==> src/rtl/issue_queue.sv <==
// Instruction issue queue: buffers decoded instructions in a circular FIFO and
// dispatches the head each cycle to the ROB plus either the RS or the LSB.
module issue_queue #(
  parameter int DEPTH   = 4,
  parameter int ROB_LOG = 4,
  parameter int OP_LOG  = 6
) (
  input  logic               clk_in,
  input  logic               rst_n,
  input  logic               rdy_in,
  input  logic               clear,
  input  logic               dec_valid,
  input  logic [OP_LOG-1:0]  dec_op,
  input  logic [4:0]         dec_rd,
  input  logic [4:0]         dec_rs1,
  input  logic [4:0]         dec_rs2,
  input  logic [31:0]        dec_imm,
  input  logic [31:0]        dec_pc,
  input  logic               dec_is_ls,
  input  logic               dec_has_rd,
  output logic               dec_ready,
  input  logic               rob_full,
  input  logic               rs_full,
  input  logic               lsb_full,
  input  logic [ROB_LOG-1:0] rob_next,
  output logic [4:0]         rs1_to_reg,
  output logic [4:0]         rs2_to_reg,
  input  logic [31:0]        Vj_from_reg,
  input  logic [31:0]        Vk_from_reg,
  input  logic               Rj_from_reg,
  input  logic               Rk_from_reg,
  input  logic [ROB_LOG-1:0] Qj_from_reg,
  input  logic [ROB_LOG-1:0] Qk_from_reg,
  output logic               rob_send_enable,
  output logic [OP_LOG-1:0]  rob_send_op,
  output logic [4:0]         rob_send_dest,
  output logic               reg_send_enable,
  output logic [4:0]         reg_send_index,
  output logic [ROB_LOG-1:0] send_RobId,
  output logic               rs_send_enable,
  output logic [OP_LOG-1:0]  rs_send_op,
  output logic [31:0]        rs_send_Vj,
  output logic               rs_send_Rj,
  output logic [ROB_LOG-1:0] rs_send_Qj,
  output logic [31:0]        rs_send_Vk,
  output logic               rs_send_Rk,
  output logic [ROB_LOG-1:0] rs_send_Qk,
  output logic [31:0]        rs_send_Imm,
  output logic [31:0]        rs_send_CurPc,
  output logic               lsb_send_enable,
  output logic [OP_LOG-1:0]  lsb_send_op,
  output logic [31:0]        lsb_send_Vj,
  output logic               lsb_send_Rj,
  output logic [ROB_LOG-1:0] lsb_send_Qj,
  output logic [31:0]        lsb_send_Vk,
  output logic               lsb_send_Rk,
  output logic [ROB_LOG-1:0] lsb_send_Qk,
  output logic [31:0]        lsb_send_Imm
);

  localparam int PTR_W = $clog2(DEPTH);
  localparam int CNT_W = PTR_W + 1;
  localparam logic [CNT_W-1:0] DEPTH_C = CNT_W'(DEPTH);

  typedef struct packed {
    logic [OP_LOG-1:0] op;
    logic [4:0]        rd;
    logic [4:0]        rs1;
    logic [4:0]        rs2;
    logic [31:0]       imm;
    logic [31:0]       pc;
    logic              is_ls;
    logic              has_rd;
  } entry_t;

  entry_t           entries_q [DEPTH];
  entry_t           head_e;
  logic [PTR_W-1:0] head_q, head_d, tail_q, tail_d;
  logic [CNT_W-1:0] count_q, count_d;
  logic             push, fire;

  assign head_e    = entries_q[head_q];
  assign dec_ready = rst_n && rdy_in && !clear && (count_q < DEPTH_C);
  assign push      = dec_valid && dec_ready;
  assign fire      = rdy_in && !clear && (count_q != '0) && !rob_full &&
                     (head_e.is_ls ? !lsb_full : !rs_full);

  // A stalled (rdy_in low) cycle also ignores clear, so every piece of state freezes.
  always_comb begin
    head_d  = head_q;
    tail_d  = tail_q;
    count_d = count_q;
    if (rdy_in && clear) begin
      head_d  = '0;
      tail_d  = '0;
      count_d = '0;
    end else begin
      if (push) tail_d = tail_q + PTR_W'(1);
      if (fire) head_d = head_q + PTR_W'(1);
      if (push && !fire)      count_d = count_q + CNT_W'(1);
      else if (fire && !push) count_d = count_q - CNT_W'(1);
    end
  end

  always_ff @(posedge clk_in or negedge rst_n) begin
    if (!rst_n) begin
      head_q  <= '0;
      tail_q  <= '0;
      count_q <= '0;
    end else begin
      head_q  <= head_d;
      tail_q  <= tail_d;
      count_q <= count_d;
    end
  end

  always_ff @(posedge clk_in) begin
    if (push) begin
      entries_q[tail_q] <= '{op: dec_op, rd: dec_rd, rs1: dec_rs1, rs2: dec_rs2,
                             imm: dec_imm, pc: dec_pc, is_ls: dec_is_ls,
                             has_rd: dec_has_rd};
    end
  end

  assign rs1_to_reg      = head_e.rs1;
  assign rs2_to_reg      = head_e.rs2;

  assign rob_send_enable = fire;
  assign rob_send_op     = head_e.op;
  assign rob_send_dest   = head_e.rd;
  assign send_RobId      = rob_next;
  assign reg_send_enable = fire && head_e.has_rd && (head_e.rd != 5'd0);
  assign reg_send_index  = head_e.rd;

  assign rs_send_enable  = fire && !head_e.is_ls;
  assign rs_send_op      = head_e.op;
  assign rs_send_Vj      = Vj_from_reg;
  assign rs_send_Rj      = Rj_from_reg;
  assign rs_send_Qj      = Qj_from_reg;
  assign rs_send_Vk      = Vk_from_reg;
  assign rs_send_Rk      = Rk_from_reg;
  assign rs_send_Qk      = Qk_from_reg;
  assign rs_send_Imm     = head_e.imm;
  assign rs_send_CurPc   = head_e.pc;

  assign lsb_send_enable = fire && head_e.is_ls;
  assign lsb_send_op     = head_e.op;
  assign lsb_send_Vj     = Vj_from_reg;
  assign lsb_send_Rj     = Rj_from_reg;
  assign lsb_send_Qj     = Qj_from_reg;
  assign lsb_send_Vk     = Vk_from_reg;
  assign lsb_send_Rk     = Rk_from_reg;
  assign lsb_send_Qk     = Qk_from_reg;
  assign lsb_send_Imm    = head_e.imm;

endmodule
==> config.mk <==
export PLATFORM = sky130hd
export DESIGN_NAME = issue_queue
export DESIGN_NICKNAME = d
export VERILOG_FILES = /design/src/rtl/issue_queue.sv
export SDC_FILE = /design/constraint.sdc
export NUM_CORES = 1
export LEC_CHECK = 0
export ABC_CLOCK_PERIOD_IN_PS = 3100
export CORE_MARGIN = 3
export CORE_UTILIZATION = 42
export DETAILED_ROUTE_END_ITERATION = 10
export HOLD_SLACK_MARGIN = 0.06
export PLACE_DENSITY = 0.77
export SYNTH_ARGS = -nofsm -noshare
export SYNTH_HDL_FRONTEND = slang
export SYNTH_SLANG_ARGS = --single-unit
==> constraint.sdc <==
create_clock -name clk_in -period 3.1 [get_ports clk_in]
set_clock_uncertainty 0.2 [all_clocks]
set_input_delay 0.465 -clock clk_in [delete_from_list [all_inputs] [get_ports clk_in]]
set_output_delay 0.465 -clock clk_in [all_outputs]
set_load 0.01 [all_outputs]
==> metrics.md, run 1 <==
| Metric | Value |
|---|---|
| Initial antenna violation count | `5` |
| Synth warn | `0` |
| Final WS setup | `-70.9 ps` |
| CP cell instances | `buf_6, mux4_2, or4_4, o211a_1, buf_2` |
| Clock Path Buffers | `3` |
| Total length of routed wires | `37600 microns` |
| Placed Instances | `1201` |
| Post-synthesis average cell area | `20.5 sq um` |
| Synth top area cells | `edfxtp_1 72%, mux4_2 13%, buf_4 10%` |
| Max Fanout on Critical Path | `5` |
| Asr flop ratio synth | `1.97%` |
| Initial DRC count | `474` |
| Netlist cell types | `32` |
| Nets@finish | `1007` |
| Largest net degree at the start of global routing | `64` |
| Final Critical Period | `3170 ps` |
| CP Launch Type | `flip-flop` |
| Max Fclk | `315 MHz` |
| Main combinational cell family by area after synthesis | `multiplexers` |
| R2R setup slack | `240 ps` |
| Most area-hungry cell type in the Yosys netlist | `edfxtp_1` |
| Initial Utilization | `43.0%` |
| Post-synthesis adder-cell area fraction | `0.482%` |
| Chip width | `192 microns` |
| GRT Total Usage | `19.5%` |
| CTS Root Cell | `clkbuf_16` |
| Setup-failing EPs final | `1` |
| Top post-synthesis cells by count | `348 x edfxtp_1, 201 x buf_4, 87 x mux4_2` |
| Number of global-route vias before repair | `7120` |
| Final Cycle Share | `102%` |
| Critical path's slowest cell | `or4_4` |
| IO Count | `464` |
| Post-synth EDFFs | `348` |
| Fraction of layout cells with a size suffix above 1 | `25.9%` |
| Total power | `11400 uW` |
| Core area | `33900 sq um` |
| CP Buf/Inv Count | `2` |
| CTS tree | `done` |
| Net Count, Synth | `888` |
| Setup TNS | `-70.9 ps` |
| H-tree depth | `2` |
| Post-Synthesis Cell Area | `14500 sq um` |
| Area Growth Syn to Fin | `23.1%` |
| Relative slew slack | `67.8%` |
| Clock transition at path regs | `60 ps` |
| Num CTS Buffers | `38` |
| Unrepaired setup endpoints after global routing | `true` |
| Port bufs | `233` |
| Routed wire per std cell | `28.9 microns` |
| Failing checks | `setup timing` |
| Worst slew pin tran | `479 ps` |
| Worst Path Required | `2430 ps` |
| Top_reg_cell synth | `edfxtp_1` |
| GRT overflow | `0` |
| Top-count cell post-synth | `edfxtp_1` |
| Die height | `192 microns` |
| Antenna Nets Post-Route | `0` |
| First-pass GRT wire length | `51500 microns` |
| Max Cap Violations | `0` |
| Critical path's top delay family | `simple AND/OR/NAND/NOR gates` |
| # diodes | `0` |
| Synth Area in Compound Gates | `0.378%` |
| Worst skew pair latency | `510 ps` |
| Status | `finished with violations` |
| CP arrival | `2510 ps` |
| Die ar. | `36900 sq um` |
| Hpwl dp | `25700 microns` |
| Post-Synthesis Cells | `710` |
| Yosys reg bits | `355` |
| DR vias/cell | `5.21` |
| DRT Pass-1 Iters | `4` |
| CP max stage delay | `540 ps` |
| Placed inst area | `16300 sq um` |
| Final hold vios | `0` |
| Design area | `17900 sq um` |
| Seq/Total Area, Yosys | `73.0%` |
| Max-slew violations | `0` |
| DP Worst Slack | `-99.2 ps` |
| Final cell count without fillers | `1302` |
| DRC | `0` |
| Synth Area in Simple Gates | `0.980%` |
| Setup CP Type | `flip-flop to output port` |
| FP Rows | `67` |
| XOR/XNOR Fraction of Synth Area | `0.292%` |
| Tightest Hold Check Type | `flip-flop to flip-flop` |
| Static leakage | `0.00635 uW` |
| PwrDens | `636 nW/um^2` |
| Crit. End Element | `output port` |
| Synth top area share | `71.8%` |
| Post-synthesis mux area share | `13.6%` |
| Via Count | `6782` |
| Clock sinks | `355` |
| Peak supply drop | `540 uV` |
| GPL Wtd Cong | `0.728` |
==> registers in the layout, indices dropped and copies added, names as in the netlist <==
name / count
tail_q: 2
head_q: 2
entries_q: 348
count_q: 3
==> timing repair <==
item / CTS / global route
hold buffers: 1 / 0
gates resized for setup: 62 / 85
buffers inserted: 15 / 16
cloned: 3 / 1
pin swaps: 2 / 0
hold endpoints to repair: 7 / 0
endpoints found under the setup margin: 124 / 54
==> final cells by class <==
class / count / area [sq um]
Fill cell: 2630 / 16000
Inverter: 5 / 18.8
Sequential cell: 355 / 10600
Clock buffer: 45 / 977
Tap cell: 448 / 561
Multi-Input combinational cell: 127 / 2310
Timing Repair Buffer: 302 / 3260
Clock inverter: 20 / 153
==> cell usage in the layout (no fill, tap or decap), types with 3 or more instances in the layout <==
cell and n:
clkinv_2 3, mux4_2 87, clkinv_1 7, and3_4 4
ha_1 4, buf_16 4, buf_12 16, clkbuf_1 7
dlymetal6s2s_1 62, a21oi_1 6, inv_1 5, buf_6 3
clkdlybuf4s15_1 14, buf_4 44, dlygate4sd2_1 26, clkbuf_16 39
clkbuf_2 3, clkinvlp_4 4, nand2_1 4, dfrtp_1 5
edfxtp_1 348, clkdlybuf4s50_1 126
==> path summary, 6_finish.rpt <==
check,start,endpoint,cells after the start
min,count_q[0],count_q[0],1
min reg2reg,count_q[0],count_q[0],1
max,head_q[0],reg_send_enable,5
max in group asynchronous,rst_n,head_q[1],3
min in group asynchronous,rst_n,count_q[2],3
max reg2reg,head_q[0],count_q[2],10
==> cells by family after synthesis <==
| group | Yosys count |
|---|---|
| compound gates | 9 |
| xor+xnor | 4 |
| mux | 89 |
| simple gates | 20 |
| flops | 355 |
| buf+inv | 228 |
| fa+ha+maj | 5 |
==> metrics by stage <==
step                      hold WS, ps  util [%]
final                             323      52.9
after global routing              373      52.9
after CTS                         317      51.9
after detailed placement          309      48.0
after global placement            295      48.0
after floorplan                 -30.6         -
==> power by group <==
| group | leakage, uW | switching (uW) | internal [uW] |
|---|---|---|---|
| Sequential | 0.00323 | 41.1 | 5350 |
| Combinational | 0.00259 | 814 | 1090 |
| Clock | 0.000538 | 1750 | 2340 |
| Total | 0.00635 | 2600 | 8790 |
==> routing by layer <==
layer  wire length, microns  GRT usage (%)  share of wire [%]  vias up
met5                     67          0.137               0.18        -
met4                    906           5.18                2.4       10
met3                   5150           10.7                 14       63
met2                  19700           33.6                 52      428
met1                  11800           20.9                 31     3444
li1                       -              -                  -     2837
(Power assumes the default switching activity.)
==> inputs of run 2 (changes only) <==
--- a/config.mk
+++ b/config.mk
@@ -11,6 +11,7 @@
 export DETAILED_ROUTE_END_ITERATION = 10
 export HOLD_SLACK_MARGIN = 0.06
 export PLACE_DENSITY = 0.77
+export SETUP_SLACK_MARGIN = 0.05
 export SYNTH_ARGS = -nofsm -noshare
 export SYNTH_HDL_FRONTEND = slang
 export SYNTH_SLANG_ARGS = --single-unit
==> metrics.md, run 2 (synthesis results as in run 1) <==
| Metric | Value |
|---|---|
| Worst skew pair latency | `500 ps (about the same)` |
| CTS Root Cell | `clkbuf_16` |
| Final cell count without fillers | `1322 (+1.5%)` |
| Setup TNS | `-87.0 ps (-16.0 ps)` |
| Final Critical Period | `3190 ps (+16.0 ps)` |
| CP Launch Type | `flip-flop` |
| # diodes | `0 (unchanged)` |
| Fraction of layout cells with a size suffix above 1 | `30.0% (+4.1 points)` |
| Final Cycle Share | `103% (+0.52 points)` |
| FP Rows | `67 (unchanged)` |
| Largest net degree at the start of global routing | `64 (unchanged)` |
| Port bufs | `233 (unchanged)` |
| CP arrival | `2520 ps (about the same)` |
| DP Worst Slack | `-99.2 ps (unchanged)` |
| Peak supply drop | `541 uV (+0.15%)` |
| Tightest Hold Check Type | `flip-flop to flip-flop` |
| Design area | `18000 sq um (+0.63%)` |
| Relative slew slack | `68.3% (+0.46 points)` |
| Max Fanout on Critical Path | `5 (unchanged)` |
| Via Count | `6908 (+1.9%)` |
| Max Fclk | `314 MHz (-0.50%)` |
| Placed Instances | `1201 (unchanged)` |
| Reg with most FFs | `entries_q` |
| Max Cap Violations | `0 (unchanged)` |
| Clock transition at path regs | `60 ps (about the same)` |
| Status | `finished with violations` |
| Num CTS Buffers | `38 (unchanged)` |
| Worst Path Required | `2430 ps (about the same)` |
| IO Count | `464 (unchanged)` |
| PwrDens | `636 nW/um^2 (about the same)` |
| Max-slew violations | `0 (unchanged)` |
| Die height | `192 microns (unchanged)` |
| Area Growth Syn to Fin | `23.9%` |
| H-tree depth | `2 (unchanged)` |
| Most common cell after layout, fill and taps aside | `edfxtp_1` |
| Placed inst area | `16300 sq um (unchanged)` |
| Max reg flops | `348 (unchanged)` |
| Highest-count cells in the layout ignoring fill and taps | `348 x edfxtp_1, 105 x clkdlybuf4s50_1, 87 x mux4_2` |
| Number of global-route vias before repair | `7120 (unchanged)` |
| Initial Utilization | `43.0% (unchanged)` |
| Setup CP Type | `flip-flop to output port` |
| DRC | `0 (unchanged)` |
| Crit. End Element | `output port` |
| Setup-failing EPs final | `1 (unchanged)` |
| Filler Cell Count | `2600 (-1.1%)` |
| Chip width | `192 microns (unchanged)` |
| Nets@finish | `1027 (+2.0%)` |
| DRT Pass-1 Iters | `4 (unchanged)` |
| Die ar. | `36900 sq um (unchanged)` |
| Static leakage | `0.00654 uW (+2.9%)` |
| Failing checks | `setup timing` |
| DR vias/cell | `5.23 (+0.32%)` |
| Final WS setup | `-87.0 ps (-16.0 ps)` |
| Final hold vios | `0 (unchanged)` |
| Antenna Nets Post-Route | `0 (unchanged)` |
| GRT Total Usage | `19.5% (about the same)` |
| First-pass GRT wire length | `51500 microns (about the same)` |
| Initial antenna violation count | `5 (unchanged)` |
| GPL Wtd Cong | `0.728 (unchanged)` |
| Top Registers | `entries_q (348), count_q (3)` |
| Routed wire per std cell | `28.8 microns (-0.48%)` |
| Clock Path Buffers | `3 (unchanged)` |
| Unrepaired setup endpoints after global routing | `true` |
| Core area | `33900 sq um (unchanged)` |
| CTS tree | `done` |
| Initial DRC count | `373 (-21%)` |
| Worst slew pin tran | `472 ps (-6.88 ps)` |
| Hpwl dp | `25700 microns (unchanged)` |
| Fin Hold WS | `322 ps (-0.233 ps)` |
| GRT overflow | `0 (unchanged)` |
| Multi-input logic area | `2310 sq um (unchanged)` |
| Register area | `10600 sq um (unchanged)` |
| Clock sinks | `355 (unchanged)` |
| Total length of routed wires | `38000 microns (+1.0%)` |
==> run 2: cell types whose count changed in the layout (fill, tap and decap cells not counted), sizes merged <==
| cell | change |
|---|---|
| dlymetal6s2s | +10 |
| clkdlybuf4s15 | +3 |
| dlygate4sd2 | -13 |
| clkdlybuf4s50 | -21 |
| clkbuf | +21 |
| buf | +20 |
==> run 2: critical path, cell delays in order (launching register included) <==
cell,delay (ps)
dfrtp_4,470
buf_6,120
mux4_2,530
or4_4,540
o211a_1,210
buf_2,140
==> run 2: per-stage QoR <==
step,power [uW],utilization [%]
global route,11900,53.2
finish,11500,53.2
detailed placement,7220,48.0
global placement,7200,48.0
CTS,11400,51.9
floorplan,6610,-
==> run 2: path summary, 6_finish.rpt <==
| kind | from | to | slack [ps] | depth (start not counted) |
|---|---|---|---|---|
| worst max-delay path | head_q[0] | reg_send_enable | -90 | 5 |
| worst min-delay path | count_q[0] | count_q[0] | 320 | 1 |
| worst max register to register | head_q[0] | count_q[2] | 270 | 10 |
| worst min register to register | count_q[0] | count_q[0] | 320 | 1 |
| max in group asynchronous | rst_n | head_q[1] | 1970 | 3 |
| min in group asynchronous | rst_n | head_q[0] | 600 | 3 |
==> run 2: report_power, final <==
| part | internal (uW) | leakage, uW | switching [uW] |
|---|---|---|---|
| logic | 1130 | 0.00277 | 843 |
| clock network | 2340 | 0.000538 | 1750 |
| registers | 5350 | 0.00323 | 41.8 |
==> run 2: repair_timing <==
| item | CTS | global route |
|---|---|---|
| cloned | 3 | 1 |
| endpoints found under the hold margin | 7 | 0 |
| gates resized for setup | 73 | 143 |
| hold buffers | 1 | 0 |
| pin swaps | 2 | 1 |
| buffers inserted | 16 | 35 |
| endpoints found under the setup margin | 125 | 85 |
==> run 2: routing by layer <==
metal,track usage [%],routed length [microns],vias to the layer above
met5,0.137,48,-
li1,-,-,2875
met4,6.08,1140,10
met2,33.2,19600,426
met1,20.8,12100,3524
met3,10.8,5170,73
==> run 2: layout make-up <==
cell class / instances / share of cell area [%]
timing repair buffer: 322 / 18.7
tap: 448 / 3.11
clock inverter: 20 / 0.847
inverter: 5 / 0.104
sequential: 355 / 59.0
multi-input combinational: 127 / 12.8
clock buffer: 45 / 5.42
